$ cat config.mk
export PLATFORM = sky130hd
export DESIGN_NAME = mem_arbiter
export DESIGN_NICKNAME = d
export VERILOG_FILES = /design/src/rtl/mem_arbiter_pkg.sv /design/src/rtl/mem_arbiter_lane_align.sv /design/src/rtl/mem_arbiter.sv
export SDC_FILE = /design/constraint.sdc
export NUM_CORES = 1
export LEC_CHECK = 0
export ABC_AREA = 1
export BUFFER_PORTS_ARGS = -buffer_cell sky130_fd_sc_hd__buf_2
export CORE_ASPECT_RATIO = 0.9
export CORE_UTILIZATION = 50
export CTS_CLUSTER_DIAMETER = 80
export DETAILED_ROUTE_END_ITERATION = 16
export PLACE_DENSITY = 0.85
export SLEW_MARGIN = 20
export SYNTH_ARGS = -nofsm -noshare
export SYNTH_HDL_FRONTEND = slang
export SYNTH_HIERARCHICAL = 1
export SYNTH_SLANG_ARGS = --single-unit
export TNS_END_PERCENT = 10
$ cat constraint.sdc
create_clock -name clk -period 14.89 [get_ports clk]
set_input_delay 2.978 -clock clk [delete_from_list [all_inputs] [get_ports clk]]
set_output_delay 2.978 -clock clk [all_outputs]
set_load 0.03 [all_outputs]
$ cat src/rtl/mem_arbiter_pkg.sv
// Shared definitions for the memory arbiter: access-size encodings, arbiter
// states, wait-counter width and the alignment rule for data requests.
package mem_arbiter_pkg;

  localparam int WAIT_W = 8;

  localparam logic [2:0] MODE_WORD  = 3'd0;
  localparam logic [2:0] MODE_HALF  = 3'd1;
  localparam logic [2:0] MODE_HALFU = 3'd2;
  localparam logic [2:0] MODE_BYTE  = 3'd3;
  localparam logic [2:0] MODE_BYTEU = 3'd4;

  typedef enum logic [1:0] {
    IDLE    = 2'd0,
    BUSY_D  = 2'd1,
    BUSY_IF = 2'd2
  } arb_state_t;

  // Encodings 5-7 are handled as word accesses, so they need word alignment.
  function automatic logic is_misaligned(input logic [2:0] mode, input logic [1:0] lo);
    logic mis;
    case (mode)
      MODE_HALF, MODE_HALFU: mis = lo[0];
      MODE_BYTE, MODE_BYTEU: mis = 1'b0;
      default:               mis = (lo != 2'b00);
    endcase
    return mis;
  endfunction

endpackage

$ cat src/rtl/mem_arbiter_lane_align.sv
// Byte-lane logic for one access: byte enables, store-data replication
// into every lane and sign/zero extension of the selected load lane.
module mem_lane_align
  import mem_arbiter_pkg::*;
(
  input  logic [2:0]  mode,
  input  logic [1:0]  addr_lo,
  input  logic [31:0] wdata,
  input  logic [31:0] rdata,
  output logic [3:0]  be,
  output logic [31:0] wdata_rep,
  output logic [31:0] rdata_ext
);

  logic [7:0]  byte_lane;
  logic [15:0] half_lane;

  assign byte_lane = 8'(rdata >> {addr_lo, 3'b000});
  assign half_lane = addr_lo[1] ? rdata[31:16] : rdata[15:0];

  always_comb begin
    be        = 4'b1111;
    wdata_rep = wdata;
    rdata_ext = rdata;
    case (mode)
      MODE_HALF, MODE_HALFU: begin
        be        = addr_lo[1] ? 4'b1100 : 4'b0011;
        wdata_rep = {2{wdata[15:0]}};
        rdata_ext = (mode == MODE_HALF) ? {{16{half_lane[15]}}, half_lane}
                                        : {16'h0000, half_lane};
      end
      MODE_BYTE, MODE_BYTEU: begin
        be        = 4'b0001 << addr_lo;
        wdata_rep = {4{wdata[7:0]}};
        rdata_ext = (mode == MODE_BYTE) ? {{24{byte_lane[7]}}, byte_lane}
                                        : {24'h000000, byte_lane};
      end
      default: ;
    endcase
  end

endmodule

$ cat src/rtl/mem_arbiter.sv
// Two-requester memory arbiter: data accesses take priority over
// instruction fetches, one outstanding access at a time, with a wait timeout.
module mem_arbiter
  import mem_arbiter_pkg::*;
#(
  parameter int TIMEOUT = 255
) (
  input  logic        clk,
  input  logic        reset,
  input  logic        if_req,
  input  logic [31:0] if_addr,
  output logic        if_ready,
  output logic [31:0] if_rdata,
  input  logic        d_memread,
  input  logic        d_memwrite,
  input  logic [2:0]  d_mode,
  input  logic [31:0] d_addr,
  input  logic [31:0] d_wdata,
  output logic        d_ready,
  output logic [31:0] d_rdata,
  output logic        d_err,
  output logic        stall,
  output logic        mem_en,
  output logic        mem_we,
  output logic [3:0]  mem_be,
  output logic [31:0] mem_addr,
  output logic [31:0] mem_wdata,
  input  logic [31:0] mem_rdata,
  input  logic        mem_ack
);

  localparam logic [WAIT_W-1:0] TO_LAST = WAIT_W'(TIMEOUT - 1);

  arb_state_t        state, state_next;
  logic [31:0]       lat_addr, lat_wdata;
  logic [2:0]        lat_mode;
  logic              lat_we;
  logic [WAIT_W-1:0] wait_cnt;
  logic              if_ready_q, d_ready_q, d_err_q;
  logic [31:0]       if_rdata_q, d_rdata_q;
  logic              d_pending, f_pending, d_mis, busy, timed_out, finish;
  logic              grant_d, grant_if;
  logic [3:0]        lane_be;
  logic [31:0]       lane_wdata, lane_rdata;

  // A requester still showing its ready pulse is holding a finished request.
  assign d_pending = (d_memread | d_memwrite) & ~d_ready_q;
  assign f_pending = if_req & ~if_ready_q;
  assign d_mis     = d_pending & is_misaligned(d_mode, d_addr[1:0]);
  assign busy      = (state != IDLE);
  assign timed_out = busy & ~mem_ack & (wait_cnt == TO_LAST);
  assign finish    = busy & (mem_ack | timed_out);

  always_ff @(posedge clk or posedge reset) begin
    if (reset) state <= IDLE;
    else       state <= state_next;
  end

  always_comb begin
    state_next = state;
    grant_d    = 1'b0;
    grant_if   = 1'b0;
    case (state)
      IDLE: begin
        if (d_pending && !d_mis) begin
          grant_d    = 1'b1;
          state_next = BUSY_D;
        end else if (f_pending) begin
          grant_if   = 1'b1;
          state_next = BUSY_IF;
        end
      end
      BUSY_D, BUSY_IF: if (mem_ack || timed_out) state_next = IDLE;
      default: state_next = IDLE;
    endcase
  end

  always_ff @(posedge clk or posedge reset) begin
    if (reset) begin
      lat_addr  <= '0;
      lat_wdata <= '0;
      lat_mode  <= MODE_WORD;
      lat_we    <= 1'b0;
    end else if (grant_d) begin
      lat_addr  <= d_addr;
      lat_wdata <= d_wdata;
      lat_mode  <= d_mode;
      lat_we    <= d_memwrite;
    end else if (grant_if) begin
      lat_addr  <= if_addr;
      lat_wdata <= '0;
      lat_mode  <= MODE_WORD;
      lat_we    <= 1'b0;
    end
  end

  // Responses are single-cycle pulses; read data is zero outside them.
  always_ff @(posedge clk or posedge reset) begin
    if (reset) begin
      wait_cnt   <= '0;
      if_ready_q <= 1'b0;
      d_ready_q  <= 1'b0;
      d_err_q    <= 1'b0;
      if_rdata_q <= '0;
      d_rdata_q  <= '0;
    end else begin
      wait_cnt   <= (busy && !mem_ack) ? wait_cnt + 1'b1 : '0;
      if_ready_q <= 1'b0;
      d_ready_q  <= 1'b0;
      d_err_q    <= 1'b0;
      if_rdata_q <= '0;
      d_rdata_q  <= '0;
      if (finish && state == BUSY_D) begin
        d_ready_q <= 1'b1;
        d_err_q   <= ~mem_ack;
        d_rdata_q <= mem_ack ? lane_rdata : '0;
      end
      if (finish && state == BUSY_IF) begin
        if_ready_q <= 1'b1;
        if_rdata_q <= mem_ack ? lane_rdata : '0;
      end
      if (state == IDLE && d_mis) begin
        d_ready_q <= 1'b1;
        d_err_q   <= 1'b1;
      end
    end
  end

  mem_lane_align u_align (
    .mode      (lat_mode),
    .addr_lo   (lat_addr[1:0]),
    .wdata     (lat_wdata),
    .rdata     (mem_rdata),
    .be        (lane_be),
    .wdata_rep (lane_wdata),
    .rdata_ext (lane_rdata)
  );

  assign mem_en    = busy;
  assign mem_we    = busy & lat_we;
  assign mem_be    = busy ? lane_be : 4'b0000;
  assign mem_addr  = {lat_addr[31:2], 2'b00};
  assign mem_wdata = lane_wdata;

  assign if_ready = if_ready_q;
  assign if_rdata = if_rdata_q;
  assign d_ready  = d_ready_q;
  assign d_rdata  = d_rdata_q;
  assign d_err    = d_err_q;
  assign stall    = (if_req & ~if_ready_q) | ((d_memread | d_memwrite) & ~d_ready_q);

endmodule

# Yosys cells after proc, flatten, opt, wreduce, memory -nomap -nowiden
# Index checks and enable logic that the tools add are counted.
[totals]
regBits = 145
elab_cells = 93
[classes]
n_addsub = 1
eq_ne = 13
shifts = 2
muxes = 35
bitwise_logic = 13
reduce_logical = 18
[op_table]
columns = ["cell", "n"]
rows = [
  ["two-way mux 32 bit", 9],
  ["one-hot mux 32 bit (2 select lines)", 2],
  [">> shifter 32 x 5 -> 8 bit", 1],
  ["two-way mux 16 bit", 1],
  ["equality test 3 x 2 -> 1 bit (second input constant)", 4],
  ["two-way mux 1 bit", 12],
  ["OR reduction 2 bit", 5],
  ["adder 8 x 1 -> 8 bit (second input constant)", 1],
  ["equality test 8 bit (second input constant)", 1],
  ["two-way mux 4 bit", 2],
  ["two-way mux 8 bit", 1],
  ["one-hot mux 4 bit (2 select lines)", 1],
  ["AND 1 bit", 7],
  ["equality test 3 x 1 -> 1 bit (second input constant)", 2],
  ["equality test 3 bit (second input constant)", 2],
  ["two-way mux 2 bit", 3],
  ["two-way mux 3 bit", 2],
  ["nonzero test 2 bit", 3],
  ["logical AND 1 bit", 5],
  ["one-hot mux 2 bit (2 select lines)", 1],
  ["left shift 1 x 2 -> 4 bit (first input constant)", 1],
  ["!= test 3 bit (second input constant)", 1],
  ["inverter 1 bit", 3],
  ["bitwise OR 1 bit", 3],
  ["8 further kinds", 9],
]

# Depth between registers and ports, before layout
[depth]
depth_word = 10
ltp_mapped = 13
mapped_depth_nobuf = 11

# Cells and area by module
# Netlist, hierarchy kept.
[by_module_without_submodules]
columns = ["mod", "n_inst", "cells_each", "area_each_um2", "seq_area_each_um2"]
rows = [
  ["mem_arbiter", 1, 800, 6572.6, 3628.5],
  ["mem_lane_align", 1, 340, 1503.9, 0.0],
]

# Least setup slack after synthesis
# Ideal clock, no wire load.
[synth_path]
path_type = "input to output"
from = "input port d_memwrite"
to = "output port stall"
arrival_time_ns = 3.455
t_required_ns = 11.912
path_slack_ns = 8.457
path_stages = 4
path_cell_list = "nor2_1 -> nor2_1 -> inv_1 -> nand2_1"
[synth_via]
elab_chain_len = 3
[synth_rtl]
columns = ["item", "line_no", "text"]
rows = [
  ["from (decl)", "mem_arbiter.sv:15", "input logic d_memwrite,"],
  ["bitwise OR 1 bit", "mem_arbiter.sv:150", "assign stall = (if_req & ~if_ready_q) | ((d_memread | d_memwrite) & ~d_ready_q);"],
  ["AND 1 bit", "mem_arbiter.sv:150", ""],
  ["bitwise OR 1 bit", "mem_arbiter.sv:150", ""],
  ["to (decl)", "mem_arbiter.sv:22", "output logic stall,"],
]
# Every way passes these cells.

# Worst setup path in the final report
# Same ends and word-level chain as after synthesis.

==> impl_results.md <==
* #FFs+latches synth at 145
* Main area contributors after synthesis: dfrtp_1, nand2_1, nand3_1, buf_4, inv_1
* Antenna viol nets, final at 0
* Mean Syn Cell Area at 7.08 µm²
* CP Class: in2out
* Worst skew pair latency at 420 ps
* Fill cell count at 1384
* CTS H-tree depth at 4
* Total congestion overflow at 0
* Synth top cells by count: nand2_1, dfrtp_1, nand3_1
* Worst Path Arrival at 3600 ps
* Number of enable flip-flop cells after synthesis at 0
* Gp weighted congestion at 0.864
* Maximum vdd drop at 0.120 mV
* Crit end category: primary output
* Top-count cell post-synth: nand2_1
* Share of the synthesized area in the top cell type at 44.9%
* Fraction of layout cells with a size suffix above 1 at 27.2%
* WP data required at 11910 ps
* Total CTS buffers at 17
* FMAX at 152 MHz
* Hold Buf Count CTS at 0
* CTS tree: built
* Starting Density at 51.8%
* Static Leakage at 6.46 nW
* DR WL/cell at 13.8 µm
* Slew @ Worst Pin at 1010 ps
* CTS Root Cell: clkbuf_16
* P per Cell Area at 210 nW/µm²
* Outcome: finished, final reports clean
* Area Overhead vs Synth at 19.2%
* Synth Flop Type: dfrtp_1
* Min Hold Slack at 473 ps
* Total core area at 15600 µm²
* Max Root-Sink Buffers at 2
* TNS Setup at 0 ps
* I/O Pins at 275
* Final worst-path cycle share at 44.2%
* Core Rows at 43
* Clock slew at reported path FFs at 60 ps
* Die Y at 123 µm
* Mapped Area at 8080 µm²
* Tmin final at 6580 ps
* Clk_skew at 7.25 ps
* Post-cts sizing count at 0
* Placed cell area at 9040 µm²
* Unrepaired setup endpoints after global routing: false
* Min-Delay Path Class: reg2reg
* R2R Setup Slk at 11550 ps
* Vias in the first global route at 6937
* Post-synth top area cell: dfrtp_1
* Footprint of the multi-input gates at 3300 µm²
* Synth Instances at 1140
* Largest net degree at the start of global routing at 79
* Pins over their slew limit at 0
* Die Area at 16700 µm²
* Rel. slew slack at 32.8%
* Antenna violations before repair at 3
* Max cap viols at 0
* Synth unique cells at 28
* Routed WL at 21.4 mm
* Sequential area share after synthesis at 44.9%
* Final net count at 1478
* Overall Power at 2.03 mW
* First-pass DRT Iterations at 6
* YS warnings at 6
* DRC Markers at 0
* Register area at 3630 µm²
* First-pass GRT wire length at 34.2 mm
* Input/output buffers at 272
* CP max FO at 2
* CTS sink cnt at 145
* Die width at 136 µm
* Crit path launch type: input port
* Cell area after layout at 9630 µm²
* Setup bufs post-CTS at 0
* Initial DRC count at 613
* Vias per Instance at 4.91
* Total global-route track usage at 26.7%
* Via count at 7632
* Dpl hpwl at 15.1 mm
* Setup violators final at 0
* Fin. Hold Viols at 0
* FFs w/ async S/R, synth at 100%
[per-layer routing]
layer  wire [µm]  track usage, %  share of wire (%)
met1        8420            32.5                 39
met2       10500            45.7                 49
met3        1940            6.20                9.1
met4         557            10.6                2.6
met5          11               0              0.051
[final cells by class]
| class | count | area share (%) |
|---|---|---|
| flip-flops and latches | 145 | 37.7 |
| inverters | 125 | 5.05 |
| multi-input cells | 773 | 34.3 |
| clock buffers | 19 | 4.60 |
| repair buffers | 274 | 14.3 |
| well taps | 202 | 2.62 |
| diodes | 3 | 0.0780 |
| clock inverters | 12 | 1.40 |
[logic make-up after synthesis]
group | synth area share [%]
other | 0.0464
buffers and inverters | 14.3
adders and majority gates | 0.775
and+or+nand+nor | 39.2
DFF | 44.9
AOI/OAI and AO/OA | 0.759
[power by group]
part           internal (mW)  switching [mW]
Combinational          0.279           0.759
Clock                  0.251           0.168
Sequential             0.489          0.0806
Total                   1.02            1.01
[worst max-delay path: stages]
cell and delay (ps):
buf_2 90, nor2_1 40, nor2_1 140, inv_1 100, nand2_1 60, buf_2 190
[cells in the final DEF, fill, tap and decap left out, drive strengths merged]
cell,Yosys,routed
dfrtp,145,145
nand3,131,131
clkbuf,5,19
nand4,5,5
o21ai,5,5
diode,0,3
inv,125,127
clkinvlp,0,4
nor2b,1,1
nor2,24,24
clkinv,0,4
buf,93,274
conb,1,2
bufinv,0,2
nor3,1,1
a21oi,5,5
nand2,594,594
ha,5,5
[sequential cells by signal, indices dropped and copies added (netlist names)]
register	cells
if_rdata	32
d_ready	1
wait_cnt	8
lat_wdata	32
d_err	1
if_ready	1
lat_mode	3
state	2
d_rdata	32
lat_addr	32
lat_we	1
[stage by stage]
stage          setup WS, ps  utilization, %  instances
5_1_grt                8230            61.7       1551
4_1_cts                8310            61.6       1550
3_5_place_dp           8320            57.9       1519
2_1_floorplan          8020               -       1141
6_report               8310            61.7       1553
3_3_place_gp           8320            57.9       1519
[worst paths after layout]
| path | start | to | depth (start not counted) |
|---|---|---|---|
| hold / removal | lat_we | lat_we | 2 |
| max in group asynchronous | reset | lat_wdata[15] | 3 |
| setup / recovery | d_memwrite | stall | 6 |
| setup reg to reg | state[0] | state[0] | 8 |
| hold reg to reg | lat_we | lat_we | 2 |
| min in group asynchronous | reset | d_rdata[1] | 2 |
No activity file was read; power rests on OpenSTA's default activity.
